<file path="src/rtl/decode_queue_if.sv">
// Handshake and decoded-entry bus between fetch, the decode queue and the issue side.
// The slave modport is the queue's view. The master modport is the surrounding fetch/issue logic.
interface decode_queue_if;
  logic        in_valid;
  logic [31:0] in_ins;
  logic [31:0] in_pc;
  logic        in_jp_flag;
  logic [31:0] in_jp_pc;
  logic        in_ready;

  logic        out_valid;
  logic        out_ready;
  logic [4:0]  out_rd;
  logic [4:0]  out_rs1;
  logic [4:0]  out_rs2;
  logic [5:0]  out_insty;
  logic [31:0] out_imm;
  logic [31:0] out_pc;
  logic [31:0] out_jp_pc;
  logic        out_jp_flag;
  logic        out_to_lsb;
  logic        out_to_rs;
  logic        out_illegal;

  modport slave (
    input  in_valid, in_ins, in_pc, in_jp_flag, in_jp_pc, out_ready,
    output in_ready, out_valid, out_rd, out_rs1, out_rs2, out_insty, out_imm,
           out_pc, out_jp_pc, out_jp_flag, out_to_lsb, out_to_rs, out_illegal
  );

  modport master (
    output in_valid, in_ins, in_pc, in_jp_flag, in_jp_pc, out_ready,
    input  in_ready, out_valid, out_rd, out_rs1, out_rs2, out_insty, out_imm,
           out_pc, out_jp_pc, out_jp_flag, out_to_lsb, out_to_rs, out_illegal
  );
endinterface

</file>
<file path="src/rtl/decode_queue.sv">
// RV32I decode stage followed by a FIFO of decoded entries; flush empties it in one cycle.
// Optional macro DECODE_ILLEGAL_EN flags unknown opcodes and undefined load/store/branch funct3.
module decode_queue #(
  parameter int QUEUE_DEPTH = 4,
  parameter int PTR_W       = $clog2(QUEUE_DEPTH)
) (
  input  logic           clk,
  input  logic           rst,
  input  logic           rdy,
  input  logic           flush,
  decode_queue_if.slave  q,
  output logic [PTR_W:0] count
);

  localparam logic [5:0] LB    = 6'd1,  LH    = 6'd2,  LW    = 6'd3,  LBU   = 6'd4;
  localparam logic [5:0] LHU   = 6'd5,  SB    = 6'd6,  SH    = 6'd7,  SW    = 6'd8;
  localparam logic [5:0] ADD   = 6'd9,  SUB   = 6'd10, SLL   = 6'd11, SLT   = 6'd12;
  localparam logic [5:0] SLTU  = 6'd13, XOR_  = 6'd14, SRL   = 6'd15, SRA   = 6'd16;
  localparam logic [5:0] OR_   = 6'd17, AND_  = 6'd18, ADDI  = 6'd19, SLTI  = 6'd20;
  localparam logic [5:0] SLTIU = 6'd21, XORI  = 6'd22, ORI   = 6'd23, ANDI  = 6'd24;
  localparam logic [5:0] SLLI  = 6'd25, SRLI  = 6'd26, SRAI  = 6'd27, BEQ   = 6'd28;
  localparam logic [5:0] BNE   = 6'd29, BLT   = 6'd30, BGE   = 6'd31, BLTU  = 6'd32;
  localparam logic [5:0] BGEU  = 6'd33, LUI   = 6'd34, AUIPC = 6'd35, JAL   = 6'd36;
  localparam logic [5:0] JALR  = 6'd37;

  localparam logic [6:0] OPC_LOAD   = 7'd3;
  localparam logic [6:0] OPC_STORE  = 7'd35;
  localparam logic [6:0] OPC_OPIMM  = 7'd19;
  localparam logic [6:0] OPC_OP     = 7'd51;
  localparam logic [6:0] OPC_BRANCH = 7'd99;
  localparam logic [6:0] OPC_LUI    = 7'd55;
  localparam logic [6:0] OPC_AUIPC  = 7'd23;
  localparam logic [6:0] OPC_JAL    = 7'd111;
  localparam logic [6:0] OPC_JALR   = 7'd103;

  localparam logic [PTR_W-1:0] PTR_ONE  = 1;
  localparam logic [PTR_W:0]   CNT_ONE  = 1;
  localparam logic [PTR_W:0]   CNT_FULL = (PTR_W+1)'(QUEUE_DEPTH);

  typedef struct packed {
    logic [4:0]  rd;
    logic [4:0]  rs1;
    logic [4:0]  rs2;
    logic [5:0]  insty;
    logic [31:0] imm;
    logic [31:0] pc;
    logic [31:0] jp_pc;
    logic        jp_flag;
    logic        to_lsb;
    logic        to_rs;
    logic        illegal;
  } entry_t;

  entry_t           mem [QUEUE_DEPTH];
  entry_t           dec;
  entry_t           head_entry;
  logic [PTR_W-1:0] head;
  logic [PTR_W-1:0] tail;
  logic             enq;
  logic             deq;
  logic             known;

  logic [31:0] ins;
  logic [6:0]  opcode;
  logic [2:0]  funct3;
  logic [31:0] imm_i, imm_sh, imm_s, imm_b, imm_u, imm_j;

  assign ins    = q.in_ins;
  assign opcode = ins[6:0];
  assign funct3 = ins[14:12];
  assign imm_i  = {{20{ins[31]}}, ins[31:20]};
  assign imm_sh = {27'd0, ins[24:20]};
  assign imm_s  = {{20{ins[31]}}, ins[31:25], ins[11:7]};
  assign imm_b  = {{20{ins[31]}}, ins[7], ins[30:25], ins[11:8], 1'b0};
  assign imm_u  = {ins[31:12], 12'd0};
  assign imm_j  = {{12{ins[31]}}, ins[19:12], ins[20], ins[30:21], 1'b0};

  // Decode the offered instruction; unknown encodings fall back to insty = 0 and imm = 0.
  always_comb begin
    dec         = '0;
    known       = 1'b1;
    dec.pc      = q.in_pc;
    dec.jp_pc   = q.in_jp_pc;
    dec.jp_flag = q.in_jp_flag;
    dec.rd      = (opcode == OPC_BRANCH || opcode == OPC_STORE) ? 5'd0 : ins[11:7];
    dec.rs1     = (opcode == OPC_JAL || opcode == OPC_LUI || opcode == OPC_AUIPC)
                  ? 5'd0 : ins[19:15];
    dec.rs2     = (opcode == OPC_BRANCH || opcode == OPC_STORE || opcode == OPC_OP)
                  ? ins[24:20] : 5'd0;
    case (opcode)
      OPC_LOAD: begin
        dec.imm = imm_i;
        case (funct3)
          3'd0:    dec.insty = LB;
          3'd1:    dec.insty = LH;
          3'd2:    dec.insty = LW;
          3'd4:    dec.insty = LBU;
          3'd5:    dec.insty = LHU;
          default: known = 1'b0;
        endcase
      end
      OPC_STORE: begin
        dec.imm = imm_s;
        case (funct3)
          3'd0:    dec.insty = SB;
          3'd1:    dec.insty = SH;
          3'd2:    dec.insty = SW;
          default: known = 1'b0;
        endcase
      end
      OPC_OPIMM: begin
        dec.imm = imm_i;
        case (funct3)
          3'd0: dec.insty = ADDI;
          3'd2: dec.insty = SLTI;
          3'd3: dec.insty = SLTIU;
          3'd4: dec.insty = XORI;
          3'd6: dec.insty = ORI;
          3'd7: dec.insty = ANDI;
          3'd1: begin
            dec.insty = SLLI;
            dec.imm   = imm_sh;
          end
          default: begin
            dec.insty = ins[30] ? SRAI : SRLI;
            dec.imm   = imm_sh;
          end
        endcase
      end
      OPC_OP: begin
        case (funct3)
          3'd0:    dec.insty = ins[30] ? SUB : ADD;
          3'd1:    dec.insty = SLL;
          3'd2:    dec.insty = SLT;
          3'd3:    dec.insty = SLTU;
          3'd4:    dec.insty = XOR_;
          3'd5:    dec.insty = ins[30] ? SRA : SRL;
          3'd6:    dec.insty = OR_;
          default: dec.insty = AND_;
        endcase
      end
      OPC_BRANCH: begin
        dec.imm = imm_b;
        case (funct3)
          3'd0:    dec.insty = BEQ;
          3'd1:    dec.insty = BNE;
          3'd4:    dec.insty = BLT;
          3'd5:    dec.insty = BGE;
          3'd6:    dec.insty = BLTU;
          3'd7:    dec.insty = BGEU;
          default: known = 1'b0;
        endcase
      end
      OPC_LUI: begin
        dec.insty = LUI;
        dec.imm   = imm_u;
      end
      OPC_AUIPC: begin
        dec.insty = AUIPC;
        dec.imm   = imm_u;
      end
      OPC_JAL: begin
        dec.insty = JAL;
        dec.imm   = imm_j;
      end
      OPC_JALR: begin
        dec.insty = JALR;
        dec.imm   = imm_i;
      end
      default: known = 1'b0;
    endcase
    if (known) begin
      dec.to_lsb = (opcode == OPC_LOAD) || (opcode == OPC_STORE);
      dec.to_rs  = (opcode == OPC_OPIMM) || (opcode == OPC_OP) ||
                   (opcode == OPC_BRANCH) || (opcode == OPC_JALR);
    end else begin
      dec.insty = 6'd0;
      dec.imm   = 32'd0;
    end
`ifdef DECODE_ILLEGAL_EN
    dec.illegal = !known;
`else
    dec.illegal = 1'b0;
`endif
  end

  // Handshake readiness comes only from the occupancy register, never from the peer's valid/ready.
  assign q.in_ready  = (count != CNT_FULL);
  assign q.out_valid = (count != '0);

  assign enq = q.in_valid && q.in_ready && rdy && !flush && !rst;
  assign deq = q.out_valid && q.out_ready && rdy && !flush && !rst;

  always_ff @(posedge clk) begin
    if (rst || flush) begin
      head  <= '0;
      tail  <= '0;
      count <= '0;
    end else if (rdy) begin
      if (enq) tail <= tail + PTR_ONE;
      if (deq) head <= head + PTR_ONE;
      if (enq && !deq)      count <= count + CNT_ONE;
      else if (deq && !enq) count <= count - CNT_ONE;
    end
  end

  always_ff @(posedge clk) begin
    if (enq) mem[tail] <= dec;
  end

  assign head_entry    = q.out_valid ? mem[head] : '0;
  assign q.out_rd      = head_entry.rd;
  assign q.out_rs1     = head_entry.rs1;
  assign q.out_rs2     = head_entry.rs2;
  assign q.out_insty   = head_entry.insty;
  assign q.out_imm     = head_entry.imm;
  assign q.out_pc      = head_entry.pc;
  assign q.out_jp_pc   = head_entry.jp_pc;
  assign q.out_jp_flag = head_entry.jp_flag;
  assign q.out_to_lsb  = head_entry.to_lsb;
  assign q.out_to_rs   = head_entry.to_rs;
  assign q.out_illegal = head_entry.illegal;

endmodule

</file>
<file path="src/flat_wrapper.sv">
// flat-port wrapper written by rule: the top's interface ports become plain ports
module decode_queue_flat 
#(
  parameter int QUEUE_DEPTH = 4,
  parameter int PTR_W       = $clog2(QUEUE_DEPTH)
)
  (clk, rst, rdy, flush, count, q_in_valid, q_in_ins, q_in_pc, q_in_jp_flag, q_in_jp_pc, q_out_ready, q_in_ready, q_out_valid, q_out_rd, q_out_rs1, q_out_rs2, q_out_insty, q_out_imm, q_out_pc, q_out_jp_pc, q_out_jp_flag, q_out_to_lsb, q_out_to_rs, q_out_illegal);
  decode_queue_if q_i ();
  input  logic clk;
  input  logic rst;
  input  logic rdy;
  input  logic flush;
  output logic [PTR_W:0] count;
  input wire logic [$bits(q_i.in_valid)-1:0] q_in_valid;
  input wire logic [$bits(q_i.in_ins)-1:0] q_in_ins;
  input wire logic [$bits(q_i.in_pc)-1:0] q_in_pc;
  input wire logic [$bits(q_i.in_jp_flag)-1:0] q_in_jp_flag;
  input wire logic [$bits(q_i.in_jp_pc)-1:0] q_in_jp_pc;
  input wire logic [$bits(q_i.out_ready)-1:0] q_out_ready;
  output wire logic [$bits(q_i.in_ready)-1:0] q_in_ready;
  output wire logic [$bits(q_i.out_valid)-1:0] q_out_valid;
  output wire logic [$bits(q_i.out_rd)-1:0] q_out_rd;
  output wire logic [$bits(q_i.out_rs1)-1:0] q_out_rs1;
  output wire logic [$bits(q_i.out_rs2)-1:0] q_out_rs2;
  output wire logic [$bits(q_i.out_insty)-1:0] q_out_insty;
  output wire logic [$bits(q_i.out_imm)-1:0] q_out_imm;
  output wire logic [$bits(q_i.out_pc)-1:0] q_out_pc;
  output wire logic [$bits(q_i.out_jp_pc)-1:0] q_out_jp_pc;
  output wire logic [$bits(q_i.out_jp_flag)-1:0] q_out_jp_flag;
  output wire logic [$bits(q_i.out_to_lsb)-1:0] q_out_to_lsb;
  output wire logic [$bits(q_i.out_to_rs)-1:0] q_out_to_rs;
  output wire logic [$bits(q_i.out_illegal)-1:0] q_out_illegal;
  assign q_i.in_valid = q_in_valid;
  assign q_i.in_ins = q_in_ins;
  assign q_i.in_pc = q_in_pc;
  assign q_i.in_jp_flag = q_in_jp_flag;
  assign q_i.in_jp_pc = q_in_jp_pc;
  assign q_i.out_ready = q_out_ready;
  assign q_in_ready = q_i.in_ready;
  assign q_out_valid = q_i.out_valid;
  assign q_out_rd = q_i.out_rd;
  assign q_out_rs1 = q_i.out_rs1;
  assign q_out_rs2 = q_i.out_rs2;
  assign q_out_insty = q_i.out_insty;
  assign q_out_imm = q_i.out_imm;
  assign q_out_pc = q_i.out_pc;
  assign q_out_jp_pc = q_i.out_jp_pc;
  assign q_out_jp_flag = q_i.out_jp_flag;
  assign q_out_to_lsb = q_i.out_to_lsb;
  assign q_out_to_rs = q_i.out_to_rs;
  assign q_out_illegal = q_i.out_illegal;
  decode_queue #(.QUEUE_DEPTH(QUEUE_DEPTH), .PTR_W(PTR_W)) u_core (.clk(clk), .rst(rst), .rdy(rdy), .flush(flush), .q(q_i), .count(count));
endmodule
</file>
<file path="config.mk">
export PLATFORM = sky130hd
export DESIGN_NAME = decode_queue_flat
export DESIGN_NICKNAME = d
export VERILOG_FILES = /design/src/rtl/decode_queue_if.sv /design/src/rtl/decode_queue.sv /design/src/flat_wrapper.sv
export SDC_FILE = /design/constraint.sdc
export NUM_CORES = 1
export LEC_CHECK = 0
export BUFFER_PORTS_ARGS = -buffer_cell sky130_fd_sc_hd__buf_2
export CORE_AREA = 8 8 191 193
export CTS_BUF_LIST = sky130_fd_sc_hd__clkbuf_4 sky130_fd_sc_hd__clkbuf_8
export CTS_CLUSTER_SIZE = 8
export DETAILED_ROUTE_END_ITERATION = 8
export DIE_AREA = 0 0 199 201
export GPL_ROUTABILITY_DRIVEN = 0
export PLACE_DENSITY_LB_ADDON = 0.15
export SLEW_MARGIN = 20
export SYNTH_ARGS = -nofsm -noshare
export SYNTH_HDL_FRONTEND = slang
export SYNTH_SLANG_ARGS = --single-unit
</file>
<file path="constraint.sdc">
create_clock -name clk -period 6.7 [get_ports clk]
set_input_delay 0.67 -clock clk [delete_from_list [all_inputs] [get_ports clk]]
set_output_delay 0.67 -clock clk [all_outputs]
set_load 0.02 [all_outputs]
</file>
==> impl_results.html <==
<table>
<tr><th>Metric</th><th>Value</th></tr>
<tr><th colspan="2">Yosys</th></tr>
<tr><td>Fraction of synthesis flops using an asynchronous set or reset pin</td><td>0</td></tr>
<tr><td>Xor/xnor cell area share of the yosys netlist</td><td>0.00311</td></tr>
<tr><td>Adder-cell share of the synthesized area</td><td>0.00419</td></tr>
<tr><td>Total nets after synthesis</td><td>1128</td></tr>
<tr><td>Post-synthesis compound-gate area fraction</td><td>0.0222</td></tr>
<tr><td>Post-synthesis register bit count</td><td>slightly below 500</td></tr>
<tr><td>Number of enable flip-flop cells after synthesis</td><td>480</td></tr>
<tr><td>Part of the Yosys area used for sequential elements</td><td>0.740</td></tr>
<tr><td>Fraction of the mapped netlist area in simple logic gates</td><td>0.0761</td></tr>
<tr><td>Area of the mapped netlist</td><td>19700 um2</td></tr>
<tr><td>Mapped Cells</td><td>1019</td></tr>
<tr><td>Ys flop type</td><td>sky130_fd_sc_hd__edfxtp_1</td></tr>
<tr><td>YS warnings</td><td>0</td></tr>
<tr><td>Post-synthesis mux area share</td><td>0.138</td></tr>
<tr><td>Largest family of logic cells by synthesized area</td><td>multiplexers</td></tr>
<tr><td>Post-Synthesis Mean Instance Area</td><td>~19 um2</td></tr>
<tr><td>Post-synthesis cell type count</td><td>54</td></tr>
<tr><th colspan="2">Place</th></tr>
<tr><td>Buffers on Ports</td><td>between 200 and 250</td></tr>
<tr><td>DPL Wire Length</td><td>24900 um</td></tr>
<tr><th colspan="2">Clock network</th></tr>
<tr><td>Clock buffers created by TritonCTS</td><td>between 70 and 80</td></tr>
<tr><td>Clock latency at the later pin of the worst-skew pair</td><td>around 0.6 ns</td></tr>
<tr><td>Clk pin slew, worst setup/hold paths</td><td>around 0.060 ns</td></tr>
<tr><td>Buffers from clock root to sink, at most</td><td>3</td></tr>
<tr><td>Setup bufs post-CTS</td><td>0</td></tr>
<tr><td>Clock tree from TritonCTS</td><td>yes</td></tr>
<tr><td>Root buffer cell</td><td>sky130_fd_sc_hd__clkbuf_8</td></tr>
<tr><td>Number of levels in the clock H-tree</td><td>3</td></tr>
<tr><td>Number of sinks driven by the clock tree</td><td>489</td></tr>
<tr><td>Number of hold buffers added after CTS</td><td>0</td></tr>
<tr><td>Quantity of gates resized following cts</td><td>0</td></tr>
<tr><th colspan="2">GRT</th></tr>
<tr><td>Routing usage on met1</td><td>0.277</td></tr>
<tr><td>GR Layer Usage met2</td><td>0.333</td></tr>
<tr><td>Wire length of the first global-routing pass</td><td>around 63000 um</td></tr>
<tr><td>Overall fraction of global-route tracks in use</td><td>0.205</td></tr>
<tr><td>Via count of the first global-routing pass</td><td>10800</td></tr>
<tr><td>Highest-utilization routing layer at the global route stage</td><td>met2</td></tr>
<tr><td>Number of antenna violations at the first check in global routing</td><td>0</td></tr>
<tr><td>Global routing met3 resource utilization</td><td>0.0490</td></tr>
<tr><td>Largest net degree at the start of global routing</td><td>78</td></tr>
<tr><td>Global route total overflow</td><td>0</td></tr>
<tr><th colspan="2">Detailed routing</th></tr>
<tr><td>Total number of vias</td><td>roughly 10000</td></tr>
<tr><td>Iter 0 DRT Violations</td><td>approximately 660</td></tr>
<tr><td>Total length of routed wires</td><td>slightly above 40000 um</td></tr>
<tr><td>DRC violation count after routing</td><td>0</td></tr>
<tr><td>Antenna Nets Post-Route</td><td>0</td></tr>
<tr><td>Routed vias/inst</td><td>5.76</td></tr>
<tr><td>Number of detailed-routing iterations run before antenna repair</td><td>5</td></tr>
<tr><td>WL/cell</td><td>23.1 um</td></tr>
<tr><th colspan="2">Power and ir drop</th></tr>
<tr><td>Peak supply drop</td><td>about 0.16 mV</td></tr>
<tr><td>Pleak</td><td>7.47 nW</td></tr>
<tr><td>Pwr Density</td><td>257 nW/um2</td></tr>
<tr><td>Total power consumption of the routed design</td><td>5.82 mW</td></tr>
<tr><th colspan="2">Floorplan</th></tr>
<tr><td>Row count</td><td>between 60 and 70</td></tr>
<tr><td>Core Box Area</td><td>approximately 33000 um2</td></tr>
<tr><td>I/O pin total</td><td>229</td></tr>
<tr><td>Chip height</td><td>roughly 200 um</td></tr>
<tr><td>Initial standard-cell utilization of the core</td><td>0.592</td></tr>
<tr><td>Area enclosed by the die boundary</td><td>40000 um2</td></tr>
<tr><td>Horizontal die dimension</td><td>about 200 um</td></tr>
<tr><th colspan="2">Finish</th></tr>
<tr><td>Most frequent cells in the layout</td><td>sky130_fd_sc_hd__edfxtp_1, sky130_fd_sc_hd__buf_2, sky130_fd_sc_hd__and2_1</td></tr>
<tr><td>Most common cell after layout, fill and taps aside</td><td>sky130_fd_sc_hd__edfxtp_1</td></tr>
<tr><td>Layout cells sized above 1</td><td>0.373</td></tr>
<tr><td>End-of-flow core utilization</td><td>0.679</td></tr>
<tr><td>Area added between synthesis and finish</td><td>14.7%</td></tr>
<tr><td>Net count of the finished layout</td><td>about 1400</td></tr>
<tr><th colspan="2">Setup path</th></tr>
<tr><td>Data arrival time of the worst path</td><td>around 3.2 ns</td></tr>
<tr><td>Critical path startpoint category</td><td>flip-flop</td></tr>
<tr><td>Max Fanout on Critical Path</td><td>63</td></tr>
<tr><td>Classification of the worst setup path</td><td>flip-flop to output port</td></tr>
<tr><td>FF-to-FF End</td><td>u_core.mem[2][75]</td></tr>
<tr><td>Nature of the critical path endpoint</td><td>output port</td></tr>
<tr><td>Worst reg2reg setup slack</td><td>around 4 ns</td></tr>
<tr><td>Path depth of the worst reg2reg path</td><td>5</td></tr>
<tr><td>Data required, critical path</td><td>a little over 6 ns</td></tr>
<tr><td>Launch point of the worst reg-to-reg path</td><td>u_core.count[0]</td></tr>
<tr><th colspan="2">STA</th></tr>
<tr><td>Final hold violation count</td><td>0</td></tr>
<tr><td>Relative slew slack</td><td>0.274</td></tr>
<tr><td>Max Slew Vio Count</td><td>0</td></tr>
<tr><td>Minimum clock period</td><td>just under 4 ns</td></tr>
<tr><td>Transition time at the pin with the least slew margin</td><td>between 1 and 1.5 ns</td></tr>
<tr><td>FMAX</td><td>~260 MHz</td></tr>
<tr><td>Ratio of final minimum period to clock period</td><td>0.581</td></tr>
<tr><td>Summed negative setup slack over all endpoints</td><td>0 ns</td></tr>
<tr><td>Worst clock skew</td><td>around 0.028 ns</td></tr>
<tr><td>Final count of negative-setup-slack endpoints</td><td>0</td></tr>
<tr><td>RSZ-0062 raised after global routing</td><td>false</td></tr>
<tr><th colspan="2">Min path</th></tr>
<tr><td>Min-Delay Path Depth</td><td>1</td></tr>
<tr><td>Worst-case hold path end point</td><td>u_core.mem[2][2]</td></tr>
<tr><td>Classification of the worst-slack hold path</td><td>primary input to flip-flop</td></tr>
<tr><td>Startpoint of the worst hold path</td><td>q_in_jp_flag</td></tr>
<tr><th colspan="2">Run</th></tr>
<tr><td>Max Cap Viol</td><td>0</td></tr>
<tr><th colspan="2">Outcome</th></tr>
<tr><td>Run status</td><td>finished, final reports clean</td></tr>
</table>
## through the flow
step	worst slack, ns	cell area, um2	hold WS [ns]	cells
floorplan	1.74	19700	0.485	1019
global placement	3.28	21300	0.512	1644
detailed placement	3.23	21300	0.518	1644
CTS	2.71	22600	0.269	1761
global route	2.57	22600	0.273	1761
finish	2.81	22600	0.308	1762
## Yosys cell counts (all sizes together), types with 2 or more instances
library cell	number	area share
nand2b	6	0.0019
buf	29	0.0081
o21a	2	0.00076
and2	134	0.043
or4	2	0.00076
nor3b	10	0.0046
inv	7	0.0013
o221ai	2	0.00089
a2111oi	2	0.00089
a21boi	2	0.00076
nor2b	10	0.0032
mux2i	2	0.0010
a211oi	4	0.0015
clkbuf	34	0.0065
a31oi	3	0.00095
nor4	3	0.0013
nor2	31	0.0062
and3	2	0.00063
xnor2	4	0.0018
xor2	3	0.0013
or2	2	0.00063
edfxtp	480	0.73
or3	6	0.0019
mux4	120	0.14
and3b	2	0.00089
dfxtp	9	0.0091
a21oi	23	0.0058
nand2	36	0.0069
ha	5	0.0032
o21ai	17	0.0043
nand3	3	0.00076
a22oi	4	0.0015
nor3	7	0.0023
## registers in the layout, summed over array words and instances, names as in the netlist, named ones only
| name | count |
|---|---|
| u_core.head | 2 |
| u_core.count | 3 |
| u_core.mem | 480 |
| u_core.tail | 2 |
## layout make-up
class                      count  area, um2
timing repair buffer         240       1250
sequential                   489      14600
antenna                        1       2.50
clock buffer                 109       1310
multi-input combinational    460       4820
fill                        2260      10700
tap                          448        561
clock inverter                 8       37.5
inverter                       7       26.3
## critical path, stage by stage, from the launching register on
cell	delay (ns)
sky130_fd_sc_hd__dfxtp_4	0.95
sky130_fd_sc_hd__buf_4	0.88
sky130_fd_sc_hd__mux4_2	0.40
sky130_fd_sc_hd__and2_1	0.21
sky130_fd_sc_hd__buf_2	0.17
## logic make-up after synthesis
kind of cell,count (synthesis)
flip-flops,489
AND/OR/NAND/NOR,256
multiplexers,122
buffers and inverters,70
AO/OA/AOI/OAI,68
XOR/XNOR,7
adder cells (fa/ha/maj),6
other,1
## worst max-delay path by stage
| stage | startpoint | end | slack [ns] | cells past startpoint |
|---|---|---|---|---|
| after global routing | flip-flop | q_out_imm[22] | 2.57 | 4 |
| after global placement | rst | u_core.mem[2][79] | 3.28 | 6 |
| after floorplan | rst | u_core.mem[0][0] | 1.74 | 6 |
| after detailed placement | rst | u_core.mem[2][83] | 3.23 | 6 |
| after CTS | flip-flop | q_out_imm[21] | 2.71 | 4 |
| final | flip-flop | q_out_rd[3] | 2.81 | 4 |
## power breakdown
| group | switching (mW) | internal, mW |
|---|---|---|
| combinational | 0.113 | 0.0655 |
| clock | 1.04 | 1.23 |
| sequential | 0.00424 | 3.36 |
| total | 1.16 | 4.66 |
## layer usage
layer | vias up | routed length [um]
li1 | 4549 | -
met2 | 338 | 20200
met5 | - | 0
met3 | 54 | 2800
met4 | 0 | 605
met1 | 5205 | 17100
Power figures use the tool's default switching activity.
